`src/rtl/qos_flow_ctrl_fsm.sv`:
```
// Flow-control/status FSM for the QoS FIFO bank: per-channel runtime thresholds,
// hysteretic pause generation, sticky error capture and threshold sanity checking.
module qos_flow_ctrl_fsm #(
  parameter int NFIFO = 5,
  parameter int CW    = 4
) (
  input  logic                clk,
  input  logic                reset_L,
  input  logic                init,
  input  logic [NFIFO*CW-1:0] umbral_high_in,
  input  logic [NFIFO*CW-1:0] umbral_low_in,
  input  logic [NFIFO*CW-1:0] fifo_count,
  input  logic [NFIFO-1:0]    fifo_empty,
  input  logic [NFIFO-1:0]    fifo_error,
  output logic [2:0]          state,
  output logic                idle_out,
  output logic                active_out,
  output logic                error_out,
  output logic                cfg_err,
  output logic [NFIFO-1:0]    pause,
  output logic [NFIFO-1:0]    error_full
);

  typedef enum logic [2:0] {
    ST_RESET  = 3'd0,
    ST_INIT   = 3'd1,
    ST_IDLE   = 3'd2,
    ST_ACTIVE = 3'd3,
    ST_ERROR  = 3'd4
  } state_e;

  state_e              state_q, state_d;
  logic [NFIFO*CW-1:0] high_q, high_d;
  logic [NFIFO*CW-1:0] low_q, low_d;
  logic [NFIFO-1:0]    pause_q, pause_d;
  logic [NFIFO-1:0]    error_full_q, error_full_d;
  logic                cfg_err_q, cfg_err_d;
  logic                load_en;
  logic                cfg_bad;
  logic                run_q, run_d;

  always_comb begin
    state_d      = state_q;
    high_d       = high_q;
    low_d        = low_q;
    pause_d      = pause_q;
    error_full_d = error_full_q;
    cfg_err_d    = cfg_err_q;
    cfg_bad      = 1'b0;
    run_q        = 1'b0;
    run_d        = 1'b0;

    // Thresholds track the inputs for the whole INIT stay; ERROR ignores init.
    load_en = (state_q == ST_INIT) || (init && (state_q != ST_ERROR));
    if (load_en) begin
      high_d = umbral_high_in;
      low_d  = umbral_low_in;
    end

    // Validated against the inputs, i.e. the values being loaded on the exit clock.
    for (int i = 0; i < NFIFO; i++) begin
      if (umbral_low_in[i*CW +: CW] >= umbral_high_in[i*CW +: CW]) cfg_bad = 1'b1;
    end

    if (state_q != ST_RESET) error_full_d = error_full_q | fifo_error;

    case (state_q)
      ST_RESET: state_d = ST_INIT;
      ST_INIT: begin
        if (!init) begin
          if (cfg_bad) begin
            state_d   = ST_ERROR;
            cfg_err_d = 1'b1;
          end else begin
            state_d = ST_IDLE;
          end
        end
      end
      ST_IDLE, ST_ACTIVE: begin
        if ((|fifo_error) || (|error_full_q))              state_d = ST_ERROR;
        else if (init)                                     state_d = ST_INIT;
        else if ((state_q == ST_IDLE) && !(&fifo_empty))   state_d = ST_ACTIVE;
        else if ((state_q == ST_ACTIVE) && (&fifo_empty))  state_d = ST_IDLE;
      end
      ST_ERROR: state_d = ST_ERROR;
      default:  state_d = ST_RESET;
    endcase

    run_q = (state_q == ST_IDLE) || (state_q == ST_ACTIVE);
    run_d = (state_d == ST_IDLE) || (state_d == ST_ACTIVE);

    // Pause follows the state being entered: forced high into ERROR, zero elsewhere
    // outside the running states, hysteresis only while staying in IDLE/ACTIVE.
    if (state_d == ST_ERROR) begin
      pause_d = '1;
    end else if (run_q && run_d) begin
      for (int i = 0; i < NFIFO; i++) begin
        if (fifo_count[i*CW +: CW] >= high_q[i*CW +: CW])     pause_d[i] = 1'b1;
        else if (fifo_count[i*CW +: CW] <= low_q[i*CW +: CW]) pause_d[i] = 1'b0;
      end
    end else begin
      pause_d = '0;
    end
  end

  always_ff @(posedge clk or negedge reset_L) begin
    if (!reset_L) begin
      state_q      <= ST_RESET;
      high_q       <= '1;
      low_q        <= '0;
      pause_q      <= '0;
      error_full_q <= '0;
      cfg_err_q    <= 1'b0;
    end else begin
      state_q      <= state_d;
      high_q       <= high_d;
      low_q        <= low_d;
      pause_q      <= pause_d;
      error_full_q <= error_full_d;
      cfg_err_q    <= cfg_err_d;
    end
  end

  assign state      = state_q;
  assign idle_out   = (state_q == ST_IDLE);
  assign active_out = (state_q == ST_ACTIVE);
  assign error_out  = (state_q == ST_ERROR);
  assign cfg_err    = cfg_err_q;
  assign pause      = pause_q;
  assign error_full = error_full_q;

endmodule

```
`config.mk`:
```
export PLATFORM = sky130hd
export DESIGN_NAME = qos_flow_ctrl_fsm
export DESIGN_NICKNAME = d
export VERILOG_FILES = /design/src/rtl/qos_flow_ctrl_fsm.sv
export SDC_FILE = /design/constraint.sdc
export NUM_CORES = 1
export LEC_CHECK = 0
export CORE_MARGIN = 1
export CORE_UTILIZATION = 50
export DETAILED_ROUTE_END_ITERATION = 7
export GPL_ROUTABILITY_DRIVEN = 0
export HOLD_SLACK_MARGIN = 0.05
export PLACE_DENSITY = 0.81
export SLEW_MARGIN = 0
export SYNTH_ARGS = -nofsm -noshare
export SYNTH_HDL_FRONTEND = slang
export SYNTH_SLANG_ARGS = --single-unit
export TNS_END_PERCENT = 100
```
`constraint.sdc`:
```
create_clock -name clk -period 5.4 [get_ports clk]
set_input_delay 0.54 -clock clk [delete_from_list [all_inputs] [get_ports clk]]
set_output_delay 0.54 -clock clk [all_outputs]
set_load 0.01 [all_outputs]
```
-- After elaboration in Yosys (flattened, before gate mapping)
Cells that the tools add are included.
- register bits: 54
- output and inout bits: 17
- magnitude comparators: 15
- equality and inequality tests: 13
- multiplexer cells: 24
- bitwise operators: 2
- reduce and logical (&&, ||, !) cells: 16
- operators by type and width (kind ; count):
    $ge 4x4->1 ; 10
    $le 4x4->1 ; 5
    $ne 4x2->1 const B ; 5
    $mux 3 ; 6
    $mux 1 ; 15
    $eq 3x2->1 const B ; 4
    $pmux 3 s4 ; 1
    $mux 5 ; 2
    $reduce_or 5->1 ; 2
    $eq 3x3->1 const B ; 2
    $or 5x5->5 ; 1
    $reduce_and 5->1 ; 1
    $logic_and 1x1->1 ; 4
    $logic_or 1x1->1 ; 4
    $eq 3x1->1 const B ; 1
    $logic_not 3->1 ; 1
    $ne 3x3->1 const B ; 1
    $reduce_and 3->1 ; 1
    $reduce_bool 3->1 ; 1
    $reduce_or 2->1 ; 1
    $logic_not 1->1 ; 1
    $not 1->1 ; 1

-- Logic depth before layout (Yosys ltp)
Gate-level depths: netlist of run 1.
- depth after elaboration: 14
- depth in mapped cells: 8

-- Worst setup path before layout of run 1
No wires, ideal clock.
- path kind: input-to-reg
- start: input port umbral_low_in[16]
- end: register pause_q[0], in the netlist pause[0]
- setup time: 121 ps
- arrival: 1889 ps
- slack: 3390 ps
- stages: 8
- buffers on the path: 0
- path through: inv_1 ha_1 nand2b_1 a211oi_1 o2111ai_1 nor3_2 o21ai_2 o22a_1
- word-level cells in the longest chain between the ends: 10
- elaborated cells on any way between the ends: 13
- ends and longest elaborated chain (element ; RTL line ; RTL):
    start: declaration ; 11 ; input logic [NFIFO*CW-1:0] umbral_low_in,
    $ge 4x4->1 * ; 62 ; if (umbral_low_in[i*CW +: CW] >= umbral_high_in[i*CW +: CW]) cfg_bad = 1'b1;
    $mux 1 * ; 62 ;
    $mux 3 * ; 71 ; if (cfg_bad) begin
    $mux 3 * ; 70 ; if (!init) begin
    $pmux 3 s4 * ; 67 ; case (state_q)
    named net state_d[2] ; 32 ; state_e state_q, state_d;
    $eq 3x2->1 ; 90 ; run_d = (state_d == ST_IDLE) || (state_d == ST_ACTIVE);
    $logic_or 1x1->1 ; 90 ;
    $logic_and 1x1->1 ; 96 ; end else if (run_q && run_d) begin
    $mux 5 ; 96 ;
    $mux 5 ; 94 ; if (state_d == ST_ERROR) begin
    end signal: assignment ; 118 ; pause_q <= pause_d;
    end: declaration ; 35 ; logic [NFIFO-1:0] pause_q, pause_d;
Mark *: on every way through the listed nets, which the timed path passes. The rest lies on a longest branch.
A chain may end at the register's enable or synchronous reset.

-- Final worst setup path of run 1
- start: input port umbral_low_in[16]
- end: register pause_q[2], in the netlist pause[2]
The elaborated chain is that of the path after synthesis.

==> results.cfg, run 1 <==
[clock_tree]
insertion_delay_ps = 310
postCtsHoldBufs = 0
cts_sinks = 54
clk_path_buf_depth = 2
cts_buffers = 5
clk_pin_slew_ps = 100
cts_resized = 0
cts-root-buf = clkbuf_8
cts_tree = yes
post_cts_buffers = 0
htreeDepth = 2

[global_routing]
antenna_found_initial = 0
track_usage = 0.218
grt_max_degree = 61
grt_pass1_wl_um = 12800
grt.overflow.total = 0
grt_pass1_vias = 2839

[floorplanning]
start_util = 0.518
ios = 90
core.rowCount = 30
die_w_um = 86.1
die_y_um = 86.1
core-area_um2 = 6830
dieArea_um2 = 7410

[yosys]
synth_area_leaders = dfrtp_1 24%, ha_1 21%, dfstp_2 15%
netlist_area_um2 = 3540
ys_ff_latch = 54
yosysWarnings = 0
ys_types = 38
synthCells = 363
avgSynthCellArea_um2 = 9.74
syn_nets = 496
synth_top_area_frac = 0.241
seq_area_frac_synth = 0.389
synth_top_cell_by_area = dfrtp_1
postSynth.asyncResetShare = 1.00
synth_ff_type = dfrtp_1
synth_edf_count = 0

[setup_path]
r2r_slack_ps = 3350
cp.arrival_ps = 2640
critPathLaunch = umbral_low_in[16]
crit_path_start_kind = input port
path_class = in2reg
worstRegToRegCells = 5
crit_required_ps = 5600
end_kind = flop
r2r-end = pause[2]
r2r_start = error_full[1]
critPathMaxFanout = 6
critical_path.endpoint = pause[2]

[route]
drc = 0
drtAntennaViolNets = 0
num_vias = 2854
vias_per_cell = 5.18
totalWireLength_um = 7540
drt_iter0_drc = 122
firstDrtPassIters = 4
routedWlPerCell_um = 13.7

[placed_design]
dp_cells = 543
portBuffers = 89
dpl.hpwl_um = 6020
placed_area_um2 = 4530

[timing]
slew_viol_final = 0
final_hold_viol_count = 0
rsz0062_at_grt = false
hold_ws_ps = 355
setup-tns-final_ps = 0
worst_slew_pin_slew_ps = 712
fin_crit_sh = 0.453
max-slew-margin-rel = 0.522
setup_viol = 0
skew_ps = 9.39
max_freq_mhz = 409
fin_crit_ps = 2450

[hold_path]
hold_path_class = in2async

[final_layout]
layout-drive-gt1-share = 0.132
fin_cells = 551
stdcell_area_um2 = 4640
num-nets-final = 587
nFillCells = 540
area_growth_pct = 31.1
diodes = 0

[power_and_ir_drop]
powerDensity_nw_per_um2 = 337
comb_power_share = 0.385
p_int_mw = 1.05
power_switching_share = 0.324
ir_drop_mv = 0.213
p_clk_frac = 0.174
p_switching_mw = 0.506
seqPwrFrac = 0.440
power_mw = 1.56
leakage_nw = 2.19

[flow_run]
drv_cap = 0

[status]
status = complete, no violations
-- worst min-delay path by stage --
stage          cells after the start           from             to  slack, ps
3_5_place_dp                       2        cfg_err        cfg_err        470
2_1_floorplan                      0        reset_L        cfg_err        240
4_1_cts                            2        reset_L       state[0]        380
5_1_grt                            2        reset_L  error_full[2]        410
6_report                           2        reset_L       state[0]        360
3_3_place_gp                       1  error_full[2]  error_full[2]        470
-- cells in the mapped netlist (all sizes together), types with 2 or more instances --
cell,number
a211oi,3
a21o,15
a21oi,24
a22oi,2
a31oi,2
buf,3
clkbuf,4
dfrtp,34
dfstp,20
ha,60
inv,63
mux2,20
nand2,36
nand2b,11
nand4,9
nor2,5
nor3,5
nor4,2
o21ai,28
o22a,4
o22ai,2
or3,2
-- metal layers --
metal | track usage | routed length (um)
met2 | 0.388 | 3750
met1 | 0.270 | 3280
met5 | 0 | 0
met4 | 0.0470 | 85
met3 | 0.0462 | 428
-- logic make-up (layout without fill, tap and decap cells) --
family	after synthesis	count (layout)	share of synthesized area
multiplexers	21	21	0.0665
buffers and inverters	70	162	0.0753
flip-flops	54	54	0.389
AO/OA/AOI/OAI	85	85	0.149
AND/OR/NAND/NOR	73	73	0.108
adder cells (fa/ha/maj)	60	60	0.212
-- placed cells by master, fill, tap and decap left out, drive strengths merged, types with 9 or more instances in the layout --
| cell type | netlist | layout |
|---|---|---|
| clkdlybuf4s50 | 0 | 88 |
| inv | 63 | 63 |
| ha | 60 | 60 |
| nand2 | 36 | 36 |
| dfrtp | 34 | 34 |
| o21ai | 28 | 28 |
| a21oi | 24 | 24 |
| mux2 | 20 | 20 |
| dfstp | 20 | 20 |
| a21o | 15 | 15 |
| nand2b | 11 | 11 |
| nand4 | 9 | 9 |
-- final cells by class --
class,count,area (um2),area share
Sequential cell,54,1380,0.297
Multi-Input combinational cell,239,1890,0.409
Clock inverter,3,40.0,0.00863
Inverter,63,236,0.0510
Timing Repair Buffer,91,901,0.194
Tap cell,96,120,0.0259
Clock buffer,5,68.8,0.0148
-- sequential cells by signal (all words and copies together), names as in the netlist --
name / flops
high_q: 20
cfg_err: 1
state: 3
error_full: 5
low_q: 20
pause: 5
-- stage by stage --
step,utilization,setup WS (ps)
after floorplan,-,3390
after global placement,0.663,2700
after detailed placement,0.663,2620
after CTS,0.679,2930
after global routing,0.679,2850
final,0.679,2950
-- worst max-delay path, stage by stage --
cell and delay (ps):
clkdlybuf4s50_1 460, inv_1 50, ha_1 260, nand2b_1 140, a211oi_1 310, o2111ai_1 180
nor3_2 290, o21ai_2 170, o22a_1 240
-- power groups by stage --
stage / Clock [mW] / Combinational (mW) / Sequential, mW
global placement: 0 / 0.570 / 0.687
global route: 0.293 / 0.708 / 0.707
floorplan: 0 / 0.432 / 0.671
CTS: 0.277 / 0.608 / 0.688
detailed placement: 0 / 0.604 / 0.697
finish: 0.272 / 0.601 / 0.687
No activity file was read; power rests on OpenSTA's default activity.
==> run 2, diff against run 1 <==
CORE_UTILIZATION = 45   (was 50)
PLACE_DENSITY = 0.77   (was 0.81)
clock period = 2.1 ns   (was 5.4 ns; I/O delays follow)
==> run 2 against run 1 <==
  * Sequential share of layout area fell by 0.61 points
  * Final area up 2.1%
  * Sequential cell count stayed put
  * Via count rose by 1.3%
  * Clock skew is essentially flat
  * First-iteration DRC count shrank 18%
  * Non-clock buffer count grew 8
==> results.cfg, run 2 (synthesis results as in run 1) <==
[timing]
setup_slack_ps = 150
setup-tns-final_ps = 0
rsz0062_at_grt = false
fin_crit_sh = 0.929
max_freq_mhz = 513
hold_ws_ps = 425
max-slew-margin-rel = 0.602
skew_ps = 9.61
fin_crit_ps = 1950
slew_viol_final = 0
worst_slew_pin_slew_ps = 597
setup_viol = 0
final_hold_viol_count = 0

[final_layout]
nFillCells = 604
diodes = 0
stdcell_area_um2 = 4730
fin_cells = 562
area_growth_pct = 33.9
num-nets-final = 595
reg_top3 = high_q (20), low_q (20)
mostFrequentLayoutCell = clkdlybuf4s50_1
layout-drive-gt1-share = 0.145
mostFrequentLayoutCells = 88 x clkdlybuf4s50_1, 62 x inv_1, 60 x ha_1
final_core_util = 0.639

[floorplanning]
die_w_um = 90.7
core.rowCount = 31
dieArea_um2 = 8220
ios = 90
die_y_um = 90.7
start_util = 0.477
core-area_um2 = 7410

[setup_path]
critPathMaxFanout = 6
cp_num_cells = 9
path_class = in2reg
end_kind = flop
cp.arrival_ps = 2150
slowest_stage = clkdlybuf4s50_1
crit_chain = clkdlybuf4s50_1, inv_1, ha_1, nand2b_1, a211oi_1, o22ai_1, nor3_2, o21ai_2, o22a_1
crit_family = compound AO/OA/AOI/OAI gates
max_stage_delay_ps = 450
crit_path_start_kind = input port
worstRegToRegCells = 7
crit_required_ps = 2300
cp_num_buf_inv = 2
r2r_slack_ps = 220

[route]
drt_iter0_drc = 100
drc = 0
drtAntennaViolNets = 0
firstDrtPassIters = 4
routedWlPerCell_um = 14.0
totalWireLength_um = 7890
num_vias = 2891
vias_per_cell = 5.14

[placed_design]
dp_slack_ps = -259
dp_cells = 553
placed_area_um2 = 4610
portBuffers = 89
dpl.hpwl_um = 6360

[clock_tree]
clk_path_buf_depth = 2
htreeDepth = 2
cts_sinks = 54
clk_pin_slew_ps = 100
cts_tree = yes
cts_buffers = 5
insertion_delay_ps = 310
cts-root-buf = clkbuf_8

[global_routing]
grt_pass1_vias = 2920
grt_pass1_wl_um = 13400
grt_max_degree = 61
antenna_found_initial = 0
track_usage = 0.204
grt.overflow.total = 0

[flow_run]
drv_cap = 0

[power_and_ir_drop]
powerDensity_nw_per_um2 = 854
ir_drop_mv = 0.567
power_mw = 4.04
leakage_nw = 2.24

[hold_path]
hold_path_class = in2async

[status]
status = complete, no violations
## run 2: changes by cell type in the layout (fill, tap and decap cells not counted)
| cell | delta |
|---|---|
| buf_4 | +5 |
| buf_12 | +2 |
| clkinv_2 | -2 |
| a211oi_1 | -1 |
| a211oi_2 | +1 |
| clkbuf_1 | +1 |
| clkinvlp_4 | +1 |
| dlygate4sd3_1 | +1 |
## run 2: what timing repair did
item / in CTS / in global routing
setup endpoints to repair: 0 / 5
gates resized for setup: 0 / 1
buffers inserted: 0 / 0
hold buffers: 1 / 0
hold endpoints to repair: 16 / 0
## run 2: power by group
group / switching [mW] / leakage [nW] / internal (mW)
Sequential: 0.199 / 0.579 / 1.57
Clock: 0.341 / 0.0514 / 0.356
Combinational: 0.768 / 1.61 / 0.813
## run 2: per-layer routing
metal  vias to the layer above  part of all wire  global-route usage
li1                       1447                 -                   -
met1                      1338              0.43               0.250
met2                        94              0.50               0.357
met3                        12             0.060              0.0455
met4                         0             0.017              0.0578
met5                         -                 0                   0
## run 2: worst paths after layout
kind                                    startpoint            end
worst max register to register           high_q[8]       pause[2]
max in group asynchronous                  reset_L      high_q[0]
min in group clk                umbral_high_in[14]     high_q[14]
worst min-delay path                       reset_L  error_full[3]
worst max-delay path             umbral_low_in[12]       pause[0]
worst min register to register             cfg_err        cfg_err
## run 2: cell type report
class | count | area [um2] | area share
Multi-Input combinational cell | 239 | 1900 | 0.401
Sequential cell | 54 | 1380 | 0.291
Timing Repair Buffer | 99 | 988 | 0.209
Inverter | 63 | 236 | 0.0499
Tap cell | 99 | 124 | 0.0262
Clock buffer | 6 | 72.6 | 0.0153
Clock inverter | 2 | 37.5 | 0.00793
==> run 3, diff against run 2 <==
--- a/config.mk
+++ b/config.mk
@@ -7,10 +7,10 @@
 export LEC_CHECK = 0
 export CORE_MARGIN = 1
-export CORE_UTILIZATION = 45
+export CORE_UTILIZATION = 50
 export DETAILED_ROUTE_END_ITERATION = 7
 export GPL_ROUTABILITY_DRIVEN = 0
 export HOLD_SLACK_MARGIN = 0.05
-export PLACE_DENSITY = 0.77
-export SLEW_MARGIN = 0
+export PLACE_DENSITY = 0.81
+export SLEW_MARGIN = 40
 export SYNTH_ARGS = -nofsm -noshare
 export SYNTH_HDL_FRONTEND = slang
==> constraint.sdc (replaced) <==
create_clock -name clk -period 2.19 [get_ports clk]
set_input_delay 0.438 -clock clk [delete_from_list [all_inputs] [get_ports clk]]
set_output_delay 0.438 -clock clk [all_outputs]
set_load 0.01 [all_outputs]
==> run 3 against run 2 <==
  * Wire length rose by 1.4%
  * Non-clock buffer count up 9
  * Hold slack worse by 180 ps
  * Combinational power about the same
  * Register-to-register slack better by 110 ps
  * Critical path type unchanged
==> results.cfg, run 3 (synthesis results as in run 1) <==
[final_layout]
num-nets-final = 604
nFillCells = 527
area_growth_pct = 38.4
final_core_util = 0.716
mostFrequentLayoutCells = 86 x clkdlybuf4s50_1, 62 x inv_1, 58 x ha_1
multiInputGateArea_um2 = 2000
diodes = 0
mostFrequentLayoutCell = clkdlybuf4s50_1
layout-drive-gt1-share = 0.197
reg_top3 = high_q (20), low_q (20)
regArea_um2 = 1380

[clock_tree]
insertion_delay_ps = 320
clk_pin_slew_ps = 110
htreeDepth = 2
clk_path_buf_depth = 2
cts-root-buf = clkbuf_8
cts_buffers = 5
cts_tree = yes
cts_sinks = 54

[setup_path]
end_kind = flop
crit_path_start_kind = input port
worstRegToRegCells = 7
crit_required_ps = 2410
critical_path.endpoint = state[1]
r2r-end = pause[3]
r2r_slack_ps = 330
r2r_start = high_q[12]
cp.arrival_ps = 2370
critPathLaunch = umbral_high_in[17]
path_class = in2reg
critPathMaxFanout = 2

[global_routing]
grt_max_degree = 61
grt.overflow.total = 0
grt_pass1_vias = 2989
track_usage = 0.223
grt_pass1_wl_um = 13100
antenna_found_initial = 0

[route]
drt_iter0_drc = 95
drtAntennaViolNets = 0
drc = 0
firstDrtPassIters = 4
num_vias = 2908
totalWireLength_um = 8000
vias_per_cell = 5.12
routedWlPerCell_um = 14.1

[floorplanning]
die_y_um = 86.1
core.rowCount = 30
dieArea_um2 = 7410
core-area_um2 = 6830
ios = 90
die_w_um = 86.1
start_util = 0.518

[timing]
slew_viol_final = 0
fin_crit_ps = 2150
setup_slack_ps = 41.3
worst_slew_pin_slew_ps = 700
skew_ps = 10.5
max-slew-margin-rel = 0.533
rsz0062_at_grt = true
final_hold_viol_count = 0
fin_crit_sh = 0.981
max_freq_mhz = 465
setup_viol = 0

[hold_path]
hold_path_class = in2async

[flow_run]
drv_cap = 0

[power_and_ir_drop]
ir_drop_mv = 0.474
powerDensity_nw_per_um2 = 807
leakage_nw = 2.32

[placed_design]
dpl.hpwl_um = 6120
portBuffers = 89
dp_slack_ps = -365

[status]
status = complete, no violations
==> run 3: power breakdown <==
| group | switching [mW] | internal, mW |
|---|---|---|
| clock | 0.355 | 0.341 |
| combinational | 0.753 | 0.801 |
| sequential | 0.198 | 1.50 |
==> run 3: cell type report <==
| class | instances | area share |
|---|---|---|
| Sequential cell | 54 | 0.282 |
| Inverter | 63 | 0.0483 |
| Multi-Input combinational cell | 239 | 0.408 |
| Tap cell | 96 | 0.0245 |
| Timing Repair Buffer | 108 | 0.214 |
| Clock inverter | 3 | 0.00920 |
| Clock buffer | 5 | 0.0141 |
==> run 3: timing repair <==
item / 4_1_cts / 5_1_grt
gates resized for setup: 0 / 20
pin swaps: 1 / 10
endpoints found under the setup margin: 5 / 8
hold buffers: 0 / 0
setup buffers: 0 / 4
==> run 3: how the worst min path moves through the flow <==
stage / depth (start not counted) / end / slack [ps]
global placement: 1 / error_full[2] / 460
CTS: 2 / state[0] / 280
detailed placement: 1 / error_full[2] / 470
floorplan: 0 / cfg_err / 140
global route: 2 / cfg_err / 300
finish: 2 / low_q[9] / 250
==> run 3: critical path, cell delays in order <==
cell and delay, ps:
clkdlybuf4s50_1 470, inv_1 60, ha_1 290, a211oi_2 270, o2111ai_2 130, nor3_2 250, buf_4 160, a31oi_1 60
nor3_1 230
==> run 3: per-stage QoR <==
step | instance area, um2 | instances | total power [mW] | hold WS (ps) | setup TNS [ps]
final | 4890 | 568 | 3.95 | 245 | 0
after global routing | 4890 | 568 | 4.30 | 304 | -141
after CTS | 4750 | 564 | 3.92 | 277 | 0
after detailed placement | 4640 | 556 | 3.23 | 469 | -2470
after global placement | 4640 | 556 | 3.11 | 465 | -2240
after floorplan | 3540 | 363 | 2.72 | 142 | 0
==> run 3: metal layers <==
layer	GRT usage	up-vias	routed length, um
met1	0.286	1345	3530
met2	0.399	85	4000
met3	0.0346	11	379
li1	-	1467	-
met5	0	-	0
met4	0.0424	0	89
